<file path="config.mk">
export PLATFORM = sky130hd
export DESIGN_NAME = fmr_fault_manager_flat
export DESIGN_NICKNAME = d
export VERILOG_FILES = /design/src/rtl/fmr_pkg.sv /design/src/rtl/fmr_fault_manager_if.sv /design/src/rtl/fmr_vote_core.sv /design/src/rtl/fmr_fault_manager.sv /design/src/flat_wrapper.sv
export SDC_FILE = /design/constraint.sdc
export NUM_CORES = 1
export LEC_CHECK = 0
export BUFFER_PORTS_ARGS = -buffer_cell sky130_fd_sc_hd__clkbuf_2
export CORE_ASPECT_RATIO = 1.1
export CORE_MARGIN = 8
export CORE_UTILIZATION = 45
export CTS_BUF_LIST = sky130_fd_sc_hd__clkbuf_8
export DETAILED_ROUTE_END_ITERATION = 7
export GPL_ROUTABILITY_DRIVEN = 0
export GPL_TIMING_DRIVEN = 0
export PLACE_DENSITY_LB_ADDON = 0.08
export SKIP_LAST_GASP = 1
export SYNTH_ARGS = -nofsm -noshare
export SYNTH_HDL_FRONTEND = slang
export SYNTH_SLANG_ARGS = --single-unit
export TNS_END_PERCENT = 50
</file>
<file path="constraint.sdc">
create_clock -name clk -period 8 [get_ports clk]
set_clock_uncertainty 0.15 [all_clocks]
set_input_delay 1.6 -clock clk [delete_from_list [all_inputs] [get_ports clk]]
set_output_delay 1.6 -clock clk [all_outputs]
set_load 0.1 [all_outputs]
</file>
<file path="src/rtl/fmr_pkg.sv">
// Shared definitions for the 5-way redundancy fault manager.
// Contents: replica count, health state encoding, popcount helper.
package fmr_pkg;

  localparam int FMR_N = 5;

  typedef enum logic [1:0] {
    FMR_RUN      = 2'd0,
    FMR_DEGRADED = 2'd1,
    FMR_FAILSAFE = 2'd2
  } fmr_state_e;

  function automatic logic [2:0] popcount5(input logic [FMR_N-1:0] v);
    logic [2:0] cnt;
    cnt = 3'd0;
    for (int i = 0; i < FMR_N; i++) begin
      cnt = cnt + {2'd0, v[i]};
    end
    return cnt;
  endfunction

endpackage

</file>
<file path="src/rtl/fmr_fault_manager_if.sv">
// Bus between the replica bank / control and the fault manager.
// Handshake: sample_valid qualifies X for one cycle; there is no ready,
// the manager accepts every valid sample. a_valid pulses one cycle per
// accepted sample, one edge later, with a carrying the voted bit.
//   sample_valid, X, cfg_clear : toward the manager
//   g, a, a_valid, state, alarm: from the manager (all registered)
interface fmr_fault_manager_if;
  import fmr_pkg::*;

  logic             sample_valid;
  logic [FMR_N-1:0] X;
  logic             cfg_clear;
  logic [FMR_N-1:0] g;
  logic             a;
  logic             a_valid;
  logic [1:0]       state;
  logic             alarm;

  modport slave (
    input  sample_valid, X, cfg_clear,
    output g, a, a_valid, state, alarm
  );

  modport master (
    output sample_valid, X, cfg_clear,
    input  g, a, a_valid, state, alarm
  );
endinterface

</file>
<file path="src/rtl/fmr_vote_core.sv">
// Combinational masked majority vote with tie detection.
// Ports:
//   i_x      : replica outputs
//   i_g      : enable mask (1 = replica participates)
//   i_a_prev : previously voted bit, returned on a tie
//   o_vote   : voted bit
//   o_tie    : enabled ones are exactly half the enabled replicas
module fmr_vote_core
  import fmr_pkg::*;
(
  input  logic [FMR_N-1:0] i_x,
  input  logic [FMR_N-1:0] i_g,
  input  logic             i_a_prev,
  output logic             o_vote,
  output logic             o_tie
);

  logic [2:0] w_ones;
  logic [2:0] w_act;
  logic [3:0] w_ones_x2;
  logic [3:0] w_act_ext;

  assign w_ones    = popcount5(i_x & i_g);
  assign w_act     = popcount5(i_g);
  assign w_ones_x2 = {w_ones, 1'b0};
  assign w_act_ext = {1'b0, w_act};

  // An empty mask also reads as a tie, so the output simply holds.
  assign o_tie  = (w_ones_x2 == w_act_ext);
  assign o_vote = o_tie ? i_a_prev : (w_ones_x2 > w_act_ext);

endmodule

</file>
<file path="src/rtl/fmr_fault_manager.sv">
// Fault manager for the 5-replica voter path: votes each valid sample,
// tracks consecutive mismatches per enabled replica, masks replicas that
// reach MISMATCH_LIMIT and reports health (RUN / DEGRADED / FAILSAFE).
// Optional feature macro: FMR_RECOVERY_EN -- masked replicas that agree
// for RECOVER_LIMIT consecutive samples are re-enabled (not in FAILSAFE).
// Ports:
//   clk   : clock, rising edge
//   rst_n : synchronous active-low reset
//   bus   : fmr_fault_manager_if.slave (sample in, vote/mask/health out)
module fmr_fault_manager
  import fmr_pkg::*;
#(
  parameter int MISMATCH_LIMIT = 4,
  parameter int RECOVER_LIMIT  = 16,
  parameter int MIN_ACTIVE     = 3
) (
  input  logic                 clk,
  input  logic                 rst_n,
  fmr_fault_manager_if.slave   bus
);

  localparam logic [3:0] LP_MM_LIMIT   = 4'(MISMATCH_LIMIT);
  localparam logic [2:0] LP_MIN_ACTIVE = 3'(MIN_ACTIVE);

  fmr_state_e             r_state;
  fmr_state_e             w_state_nxt;
  logic [FMR_N-1:0]       r_g;
  logic [FMR_N-1:0]       w_g_nxt;
  logic [FMR_N-1:0][3:0]  r_mm;
  logic [FMR_N-1:0][3:0]  w_mm_nxt;
  logic                   r_a;
  logic                   w_a_nxt;
  logic                   r_a_valid;
  logic                   w_vote;
  logic                   w_tie;
  logic [2:0]             w_act_nxt;
  logic [3:0]             w_mm_inc;
`ifdef FMR_RECOVERY_EN
  localparam logic [4:0] LP_RC_LIMIT = 5'(RECOVER_LIMIT);
  logic [FMR_N-1:0][4:0]  r_ag;
  logic [FMR_N-1:0][4:0]  w_ag_nxt;
  logic [4:0]             w_ag_inc;
`endif

  fmr_vote_core u_vote (
    .i_x      (bus.X),
    .i_g      (r_g),
    .i_a_prev (r_a),
    .o_vote   (w_vote),
    .o_tie    (w_tie)
  );

  // Vote value of this sample; FAILSAFE freezes the voted bit.
  always_comb begin
    w_a_nxt = r_a;
    if (bus.sample_valid && (r_state != FMR_FAILSAFE)) begin
      w_a_nxt = w_vote;
    end
  end

  // Mask and counter next values. Replicas are compared against the new
  // vote, which on a tie is the held bit.
  always_comb begin
    w_g_nxt  = r_g;
    w_mm_nxt = r_mm;
    w_mm_inc = 4'd0;
`ifdef FMR_RECOVERY_EN
    w_ag_nxt = r_ag;
    w_ag_inc = 5'd0;
`endif
    if (bus.cfg_clear) begin
      w_g_nxt  = '1;
      w_mm_nxt = '0;
`ifdef FMR_RECOVERY_EN
      w_ag_nxt = '0;
`endif
    end else if (bus.sample_valid) begin
      for (int i = 0; i < FMR_N; i++) begin
        if (r_g[i]) begin
          if (bus.X[i] != w_a_nxt) begin
            w_mm_inc    = (r_mm[i] == 4'd15) ? 4'd15 : r_mm[i] + 4'd1;
            w_mm_nxt[i] = w_mm_inc;
            if (w_mm_inc == LP_MM_LIMIT) begin
              w_g_nxt[i] = 1'b0;
            end
          end else begin
            w_mm_nxt[i] = 4'd0;
          end
`ifdef FMR_RECOVERY_EN
        end else if (r_state != FMR_FAILSAFE) begin
          if (bus.X[i] == w_a_nxt) begin
            w_ag_inc = (r_ag[i] == 5'd31) ? 5'd31 : r_ag[i] + 5'd1;
            if (w_ag_inc == LP_RC_LIMIT) begin
              w_g_nxt[i]  = 1'b1;
              w_mm_nxt[i] = 4'd0;
              w_ag_nxt[i] = 5'd0;
            end else begin
              w_ag_nxt[i] = w_ag_inc;
            end
          end else begin
            w_ag_nxt[i] = 5'd0;
          end
`endif
        end
      end
    end
  end

  // Health FSM next state, derived from the next mask. FAILSAFE is sticky.
  assign w_act_nxt = popcount5(w_g_nxt);

  always_comb begin
    w_state_nxt = r_state;
    if (bus.cfg_clear) begin
      w_state_nxt = FMR_RUN;
    end else if (r_state != FMR_FAILSAFE) begin
      if (w_act_nxt == 3'd5) begin
        w_state_nxt = FMR_RUN;
      end else if (w_act_nxt >= LP_MIN_ACTIVE) begin
        w_state_nxt = FMR_DEGRADED;
      end else begin
        w_state_nxt = FMR_FAILSAFE;
      end
    end
  end

  always_ff @(posedge clk) begin
    if (!rst_n) begin
      r_state <= FMR_RUN;
    end else begin
      r_state <= w_state_nxt;
    end
  end

  always_ff @(posedge clk) begin
    if (!rst_n) begin
      r_g       <= '1;
      r_mm      <= '0;
      r_a       <= 1'b0;
      r_a_valid <= 1'b0;
`ifdef FMR_RECOVERY_EN
      r_ag      <= '0;
`endif
    end else begin
      r_g       <= w_g_nxt;
      r_mm      <= w_mm_nxt;
      r_a       <= w_a_nxt;
      r_a_valid <= bus.sample_valid;
`ifdef FMR_RECOVERY_EN
      r_ag      <= w_ag_nxt;
`endif
    end
  end

  assign bus.g       = r_g;
  assign bus.a       = r_a;
  assign bus.a_valid = r_a_valid;
  assign bus.state   = r_state;
  assign bus.alarm   = (r_state == FMR_FAILSAFE);

endmodule

</file>
<file path="src/flat_wrapper.sv">
// flat-port wrapper written by rule: the top's interface ports become plain ports
module fmr_fault_manager_flat import fmr_pkg::*;
#(
  parameter int MISMATCH_LIMIT = 4,
  parameter int RECOVER_LIMIT  = 16,
  parameter int MIN_ACTIVE     = 3
)
  (clk, rst_n, bus_sample_valid, bus_X, bus_cfg_clear, bus_g, bus_a, bus_a_valid, bus_state, bus_alarm);
  fmr_fault_manager_if bus_i ();
  input  logic clk;
  input  logic rst_n;
  input wire logic [$bits(bus_i.sample_valid)-1:0] bus_sample_valid;
  input wire logic [$bits(bus_i.X)-1:0] bus_X;
  input wire logic [$bits(bus_i.cfg_clear)-1:0] bus_cfg_clear;
  output wire logic [$bits(bus_i.g)-1:0] bus_g;
  output wire logic [$bits(bus_i.a)-1:0] bus_a;
  output wire logic [$bits(bus_i.a_valid)-1:0] bus_a_valid;
  output wire logic [$bits(bus_i.state)-1:0] bus_state;
  output wire logic [$bits(bus_i.alarm)-1:0] bus_alarm;
  assign bus_i.sample_valid = bus_sample_valid;
  assign bus_i.X = bus_X;
  assign bus_i.cfg_clear = bus_cfg_clear;
  assign bus_g = bus_i.g;
  assign bus_a = bus_i.a;
  assign bus_a_valid = bus_i.a_valid;
  assign bus_state = bus_i.state;
  assign bus_alarm = bus_i.alarm;
  fmr_fault_manager #(.MISMATCH_LIMIT(MISMATCH_LIMIT), .RECOVER_LIMIT(RECOVER_LIMIT), .MIN_ACTIVE(MIN_ACTIVE)) u_core (.clk(clk), .rst_n(rst_n), .bus(bus_i));
endmodule
</file>
After elaboration in Yosys (flattened, before gate mapping) --
Cells that the tools add are included.
Word-level totals: flip-flop bits (word level) 29, logic and storage cells 87, bits of input ports 9, output and inout bits 10
Operators by class: mux-type cells 31, bitwise logic cells 2, reductions and logical operators 7, add/sub/neg operators 17, equality and inequality tests 19, $lt $le $gt $ge 2
Operators by type and width (count):
- $mux W4 | 10
- $add A3 B1 Y3 | 7
- $add A4 B1 Y4 const B | 5
- $eq A4 B3 Y1 const B | 5
- $eq A4 B4 Y1 const B | 5
- $mux W1 | 17
- $mux W5 | 2
- $reduce_and A2 Y1 | 5
- $add A1 B1 Y2 | 3
- $add A2 B1 Y3 | 2
- $and A5 B5 Y5 | 1
- $ne A1 B1 Y1 | 5
- $eq A4 B3 Y1 | 1
- $gt A4 B3 Y1 | 1
- $mux W2 | 2
- $eq A3 B3 Y1 const B | 1
- $ge A3 B2 Y1 const B | 1
- $eq A2 B2 Y1 const B | 1
- $ne A2 B2 Y1 const B | 1
- $reduce_or A2 Y1 | 1
- $logic_and A1 B1 Y1 | 1
- $not A1 Y1 | 1

Depth between registers and ports, before layout --
depth in word-level cells 20, mapped depth 22, depth with buffers taken out 19

Cells and area by module --
A second synthesis with hierarchy kept.
Second synthesis, totals: cell total of the unflattened synthesis 250, area, all modules 2085.8 µm²
Modules (own cells, without submodules):
- fmr_fault_manager | area each 1856.8 µm², sequential area each 580.6 µm², cells each 221, times used 1
- fmr_vote_core | area each 229.0 µm², sequential area each 0.0 µm², cells each 29, times used 1

Least setup slack after synthesis --
Ideal clock, no wire load.
path type input-to-reg, start point in bus_X[0], end point reg u_core.r_state[1] (netlist: u_core.bus.state[1]), arrival 6273 ps, stages 20, library setup time 128 ps, path slack 1450 ps, data required time 7722 ps, path through clkbuf_1 inv_1 nor2_1 fa_1 inv_1 fa_1 fa_1 nor4b_2 nor3b_2 mux2_4 buf_6 buf_2 o221a_2 ha_1 fa_1 ha_1 fa_1 a21oi_1 nor2_1 nor2_1
On the way: cells in the longest elaborated chain, start to end 20, elaborated cells between the ends (all ways) 34, classes of those cells add/sub (8); order compare (2); eq/ne (7); mux (16); bitwise (1)
RTL lines:
- start: declaration | line flat_wrapper.sv:13 | input wire logic [$bits(bus_i.X)-1:0] bus_X;
- $and A5 B5 Y5 | line fmr_vote_core.sv:23 | assign w_ones = popcount5(i_x & i_g);
- $add A1 B1 Y2 | line fmr_pkg.sv:17 | cnt = cnt + {2'd0, v[i]};
- $add A2 B1 Y3 | line fmr_pkg.sv:17
- $add A3 B1 Y3 (2 in series) | line fmr_pkg.sv:17
- $gt A4 B3 Y1 / $eq A4 B3 Y1 (equally long branches) | line fmr_vote_core.sv:30, fmr_vote_core.sv:29
- $mux W1 | line fmr_vote_core.sv:30 | assign o_vote = o_tie ? i_a_prev : (w_ones_x2 > w_act_ext);
- $mux W1 | line fmr_fault_manager.sv:56 | if (bus.sample_valid && (r_state != FMR_FAILSAFE)) begin
- $ne A1 B1 Y1 * | line fmr_fault_manager.sv:80 | if (bus.X[i] != w_a_nxt) begin
- [2 not listed]
- $mux W5 * | line fmr_fault_manager.sv:77 | end else if (bus.sample_valid) begin
- $mux W5 * | line fmr_fault_manager.sv:71 | if (bus.cfg_clear) begin
- via u_core.w_g_nxt[0] | line fmr_fault_manager.sv:28 | logic [FMR_N-1:0] w_g_nxt;
- $add A1 B1 Y2 * | line fmr_pkg.sv:17
- $add A3 B1 Y3 * (3 in series) | line fmr_pkg.sv:17
- $ge A3 B2 Y1 | line fmr_fault_manager.sv:119 | end else if (w_act_nxt >= LP_MIN_ACTIVE) begin
- $mux W2 | line fmr_fault_manager.sv:119
- $mux W2 * | line fmr_fault_manager.sv:117 | if (w_act_nxt == 3'd5) begin
- end signal: assignment | line fmr_fault_manager.sv:131 | r_state <= w_state_nxt;
- end: declaration | line fmr_fault_manager.sv:25 | fmr_state_e r_state;
The timed path passes the listed nets; every way through them passes the cells marked *. A chain may end at the register's enable or synchronous reset.

Final worst setup path --
Ends and elaborated chain as after synthesis.

==> metrics.csv <==
stage,metric,value,unit
status,status,finished clean,
yosys,synth_common_cells,"34 x nand3_1, 29 x dfxtp_1, 21 x nor3_1, 16 x nor2_1, 15 x inv_1",
clock_tree,cts_root_buf,clkbuf_8,
power_and_ir_drop,power.total,0.370,mW
floorplanning,coreArea,4930,sq um
clock_tree,cts_buffers,5,
power_and_ir_drop,p_sw_frac,0.320,
worst_setup_path,r2r_cells,19,
finish,regArea,581,sq um
power_and_ir_drop,p_leak,0.935,nW
worst_setup_path,rrSetupSlack,2.53,ns
worst_setup_path,start_kind,input port,
finish,stdcell_count,347,
clock_tree,htree_levels,2,
detailed_routing,drtPass1Iterations,4,
grt,grt_pass1_vias,2001,
worst_hold_path,whs_path_depth,1,
finish,final_core_util,0.506,
place,dp_slack,1.19,ns
yosys,yosysTopAreaCellShare,0.257,
yosys,ys_seq_area_frac,0.257,
clock_tree,cts_sinks,29,
clock_tree,clk_pin_slew_worst_paths,0.07,ns
yosys,synth.yosys.warnings,0,
floorplanning,die_h,90.3,microns
place,dp.cells,339,
finish,multi_input_area,1510,sq um
place,hpwl,4240,microns
grt,grt_overflow,0,
worst_setup_path,cp.depth,20,
yosys,synth_area_leaders,"dfxtp_1 26%, nand3_1 7.5%, fa_1 6.2%",
yosys,synth_cell_types,36,
sta,slew_viol_final,0,
detailed_routing,vias,2111,
sta,worst_pin_slew,0.574,ns
sta,fin_crit_sh,0.813,
worst_setup_path,path_max_fanout,10,
worst_setup_path,worstReg2RegEnd,u_core.bus.state[1],
yosys,synth_compound_area_frac,0.179,
power_and_ir_drop,pwr-share-clk,0.373,
finish,nets,314,
power_and_ir_drop,p_int,0.251,mW
yosys,synthMuxAreaShare,0.0361,
yosys,async_reset_ff_frac,0,
sta,grt_setup_unrepaired,false,
yosys,yosys.area_share.simple,0.297,
floorplanning,fp.dieW,83.5,microns
power_and_ir_drop,ir_worst_vdd,0.0826,mV
worst_setup_path,critPathLaunch,bus_X[0],
floorplanning,fp.dieArea,7540,sq um
clock_tree,cts_resized,0,
worst_setup_path,endpoint,u_core.bus.state[1],
worst_hold_path,min_path_type,register to register,
sta,period_minus_slack,6.51,ns
worst_setup_path,worstSetupPathType,input port to register,
worst_setup_path,critPathArrivalTime,6.52,ns
clock_tree,cts_tree,done,
yosys,synth_top_family_by_area,simple AND/OR/NAND/NOR gates,
worst_setup_path,critPathTopFamily,adder cells,
grt,grt_max_degree,11,
yosys,avgSynthCellArea,8.42,sq um
sta,relSlewSlack,0.618,
clock_tree,clk_path_buf_depth,2,
yosys,syn-instance-count,268,
floorplanning,ioPinCount,19,
yosys,ys_ff_latch,29,
finish,antenna_cells,0,
sta,fmax,0.154,GHz
yosys,syn-cell-area,2260,sq um
worst_setup_path,worstPathRequired,8.01,ns
yosys,synth_most_common_cell,nand3_1,
sta,finalHoldViolCount,0,
sta,setup_viol,0,
sta,worst_slack,1.49,ns
yosys,synth-edff-count,0,
detailed_routing,post-route-drc-count,0,
power_and_ir_drop,power_switching,0.118,mW
yosys,synth_nets,294,
worst_setup_path,worstPathCellList,clkbuf_1 -> inv_1 -> nor2_1 -> fa_1 -> inv_1 -> fa_1 -> fa_1 -> nor4b_2 -> nor3b_2 -> mux2_4 -> buf_6 -> buf_2 -> o221a_2 -> ha_1 -> fa_1 -> ha_1 -> fa_1 -> a21oi_1 -> nor2_1 -> nor2_1,
detailed_routing,routedWlPerCell,17.0,microns
finish,area_growth,10.6,%
worst_setup_path,slowest_stage,fa_1,
clock_tree,ctsHoldBuffers,0,
worst_setup_path,critPathCaptureType,register,
finish,n_fill_cell,498,
detailed_routing,wl,5910,microns
sta,tns,0,ns
yosys,synth_ff_type,dfxtp_1,
worst_setup_path,path_buf_inv,5,
yosys,synth-xor-area-share,0.0388,
detailed_routing,avgViaCountPerCell,6.08,
clock_tree,clk_latency,0.29,ns
place,portBuffers,13,
worst_setup_path,critPathMostFrequentCell,fa_1,
yosys,yosysTopAreaCell,dfxtp_1,
power_and_ir_drop,pwr-share-comb,0.222,
finish,final_layout_size_suffix_gt1_frac,0.163,
clock_tree,cts_setup_buffers,0,
detailed_routing,ant_nets,0,
power_and_ir_drop,p_per_area,148,nW/um^2
grt,antenna_found_initial,0,
worst_setup_path,rr_startpoint,u_core.bus.g[0],
power_and_ir_drop,power_frac_seq,0.405,
grt,grt_use_total,0.155,
floorplanning,initial_core_util,0.457,
grt,grt_pass1_wl,9820,microns
worst_setup_path,max_stage_delay,0.52,ns
job,cap_violations,0,
detailed_routing,drtIter0Drc,163,
yosys,synthAdderAreaFrac,0.118,
floorplanning,row_count,27,
## state kept, by name, summed over array words and instances, names as in the netlist
register	flops
u_core.r_mm	20
u_core.bus.g	5
u_core.bus.state	2
u_core.bus.a	1
u_core.bus.a_valid	1
## cell families (layout without fill, tap and decap cells)
family          Yosys count  count (layout)
flops                    29              29
xor+xnor                 10              10
buf+inv                  37              58
fa+ha+maj                17              17
mux                       7               7
compound gates           52              52
simple gates            116             116
## layer usage
layer  routed length (microns)  GRT usage
met1                      2890      0.201
met2                      2680      0.238
met3                       248     0.0370
met4                        93     0.0663
met5                         0          0
## power by group through the flow
| stage | sequential [mW] | clock, mW | combinational (mW) |
|---|---|---|---|
| global placement | 0.153 | 0 | 0.0808 |
| floorplan | 0.158 | 0 | 0.0547 |
| finish | 0.150 | 0.138 | 0.0822 |
| detailed placement | 0.153 | 0 | 0.0817 |
| CTS | 0.150 | 0.141 | 0.0818 |
| global route | 0.150 | 0.148 | 0.0900 |
## through the flow
stage / hold WS, ns / instance area [sq um]
after floorplan: 0.331 / 2260
after global routing: 0.399 / 2490
after global placement: 0.371 / 2390
final: 0.381 / 2490
after detailed placement: 0.366 / 2390
after CTS: 0.385 / 2490
## worst reg2reg max path, cell delays in order (launching register included)
cell and delay [ns]:
dfxtp_1 0.46, inv_1 0.12, fa_1 0.54, inv_1 0.05, fa_1 0.37, ha_1 0.20
fa_1 0.47, nor4b_2 0.31, nor3b_2 0.09, mux2_4 0.31, buf_6 0.15, buf_2 0.20
o221a_2 0.27, ha_1 0.31, fa_1 0.44, ha_1 0.22, fa_1 0.50, a21oi_1 0.06
nor2_1 0.10, nor2_1 0.04
## worst min-delay path by stage
stage | from | endpoint | slack, ns
after floorplan | u_core.r_mm[1] | u_core.r_mm[1] | 0.33
after global placement | u_core.r_mm[1] | u_core.r_mm[1] | 0.37
after detailed placement | u_core.r_mm[17] | u_core.r_mm[17] | 0.37
after CTS | u_core.r_mm[17] | u_core.r_mm[17] | 0.38
after global routing | u_core.r_mm[1] | u_core.r_mm[1] | 0.40
final | u_core.r_mm[17] | u_core.r_mm[17] | 0.38
## placed cells by master (no fill, tap or decap), drive strengths merged
cell type / instances
clkinv: 1
a21oi: 11
nor3: 21
and2: 7
a311oi: 1
xnor2: 5
mux2: 6
nor4b: 2
nand4b: 5
o221a: 9
ha: 10
o21ai: 5
nand2: 8
o31ai: 1
clkbuf: 29
o211ai: 5
a31oi: 5
mux2i: 1
nand3: 34
fa: 7
nor2: 16
nand2b: 1
nor4: 10
xor2: 5
a211oi: 5
nor3b: 1
a221o: 10
dfxtp: 29
nor2b: 2
nand4bb: 1
or4b: 8
inv: 15
buf: 13
## cell type report
type | instances | share of cell area
Clock inverter | 1 | 0.00201
Buffer | 22 | 0.0441
Multi-Input combinational cell | 202 | 0.605
Inverter | 15 | 0.0226
Sequential cell | 29 | 0.233
Tap cell | 58 | 0.0291
Clock buffer | 7 | 0.0386
Timing Repair Buffer | 13 | 0.0261
Power figures use the tool's default switching activity.
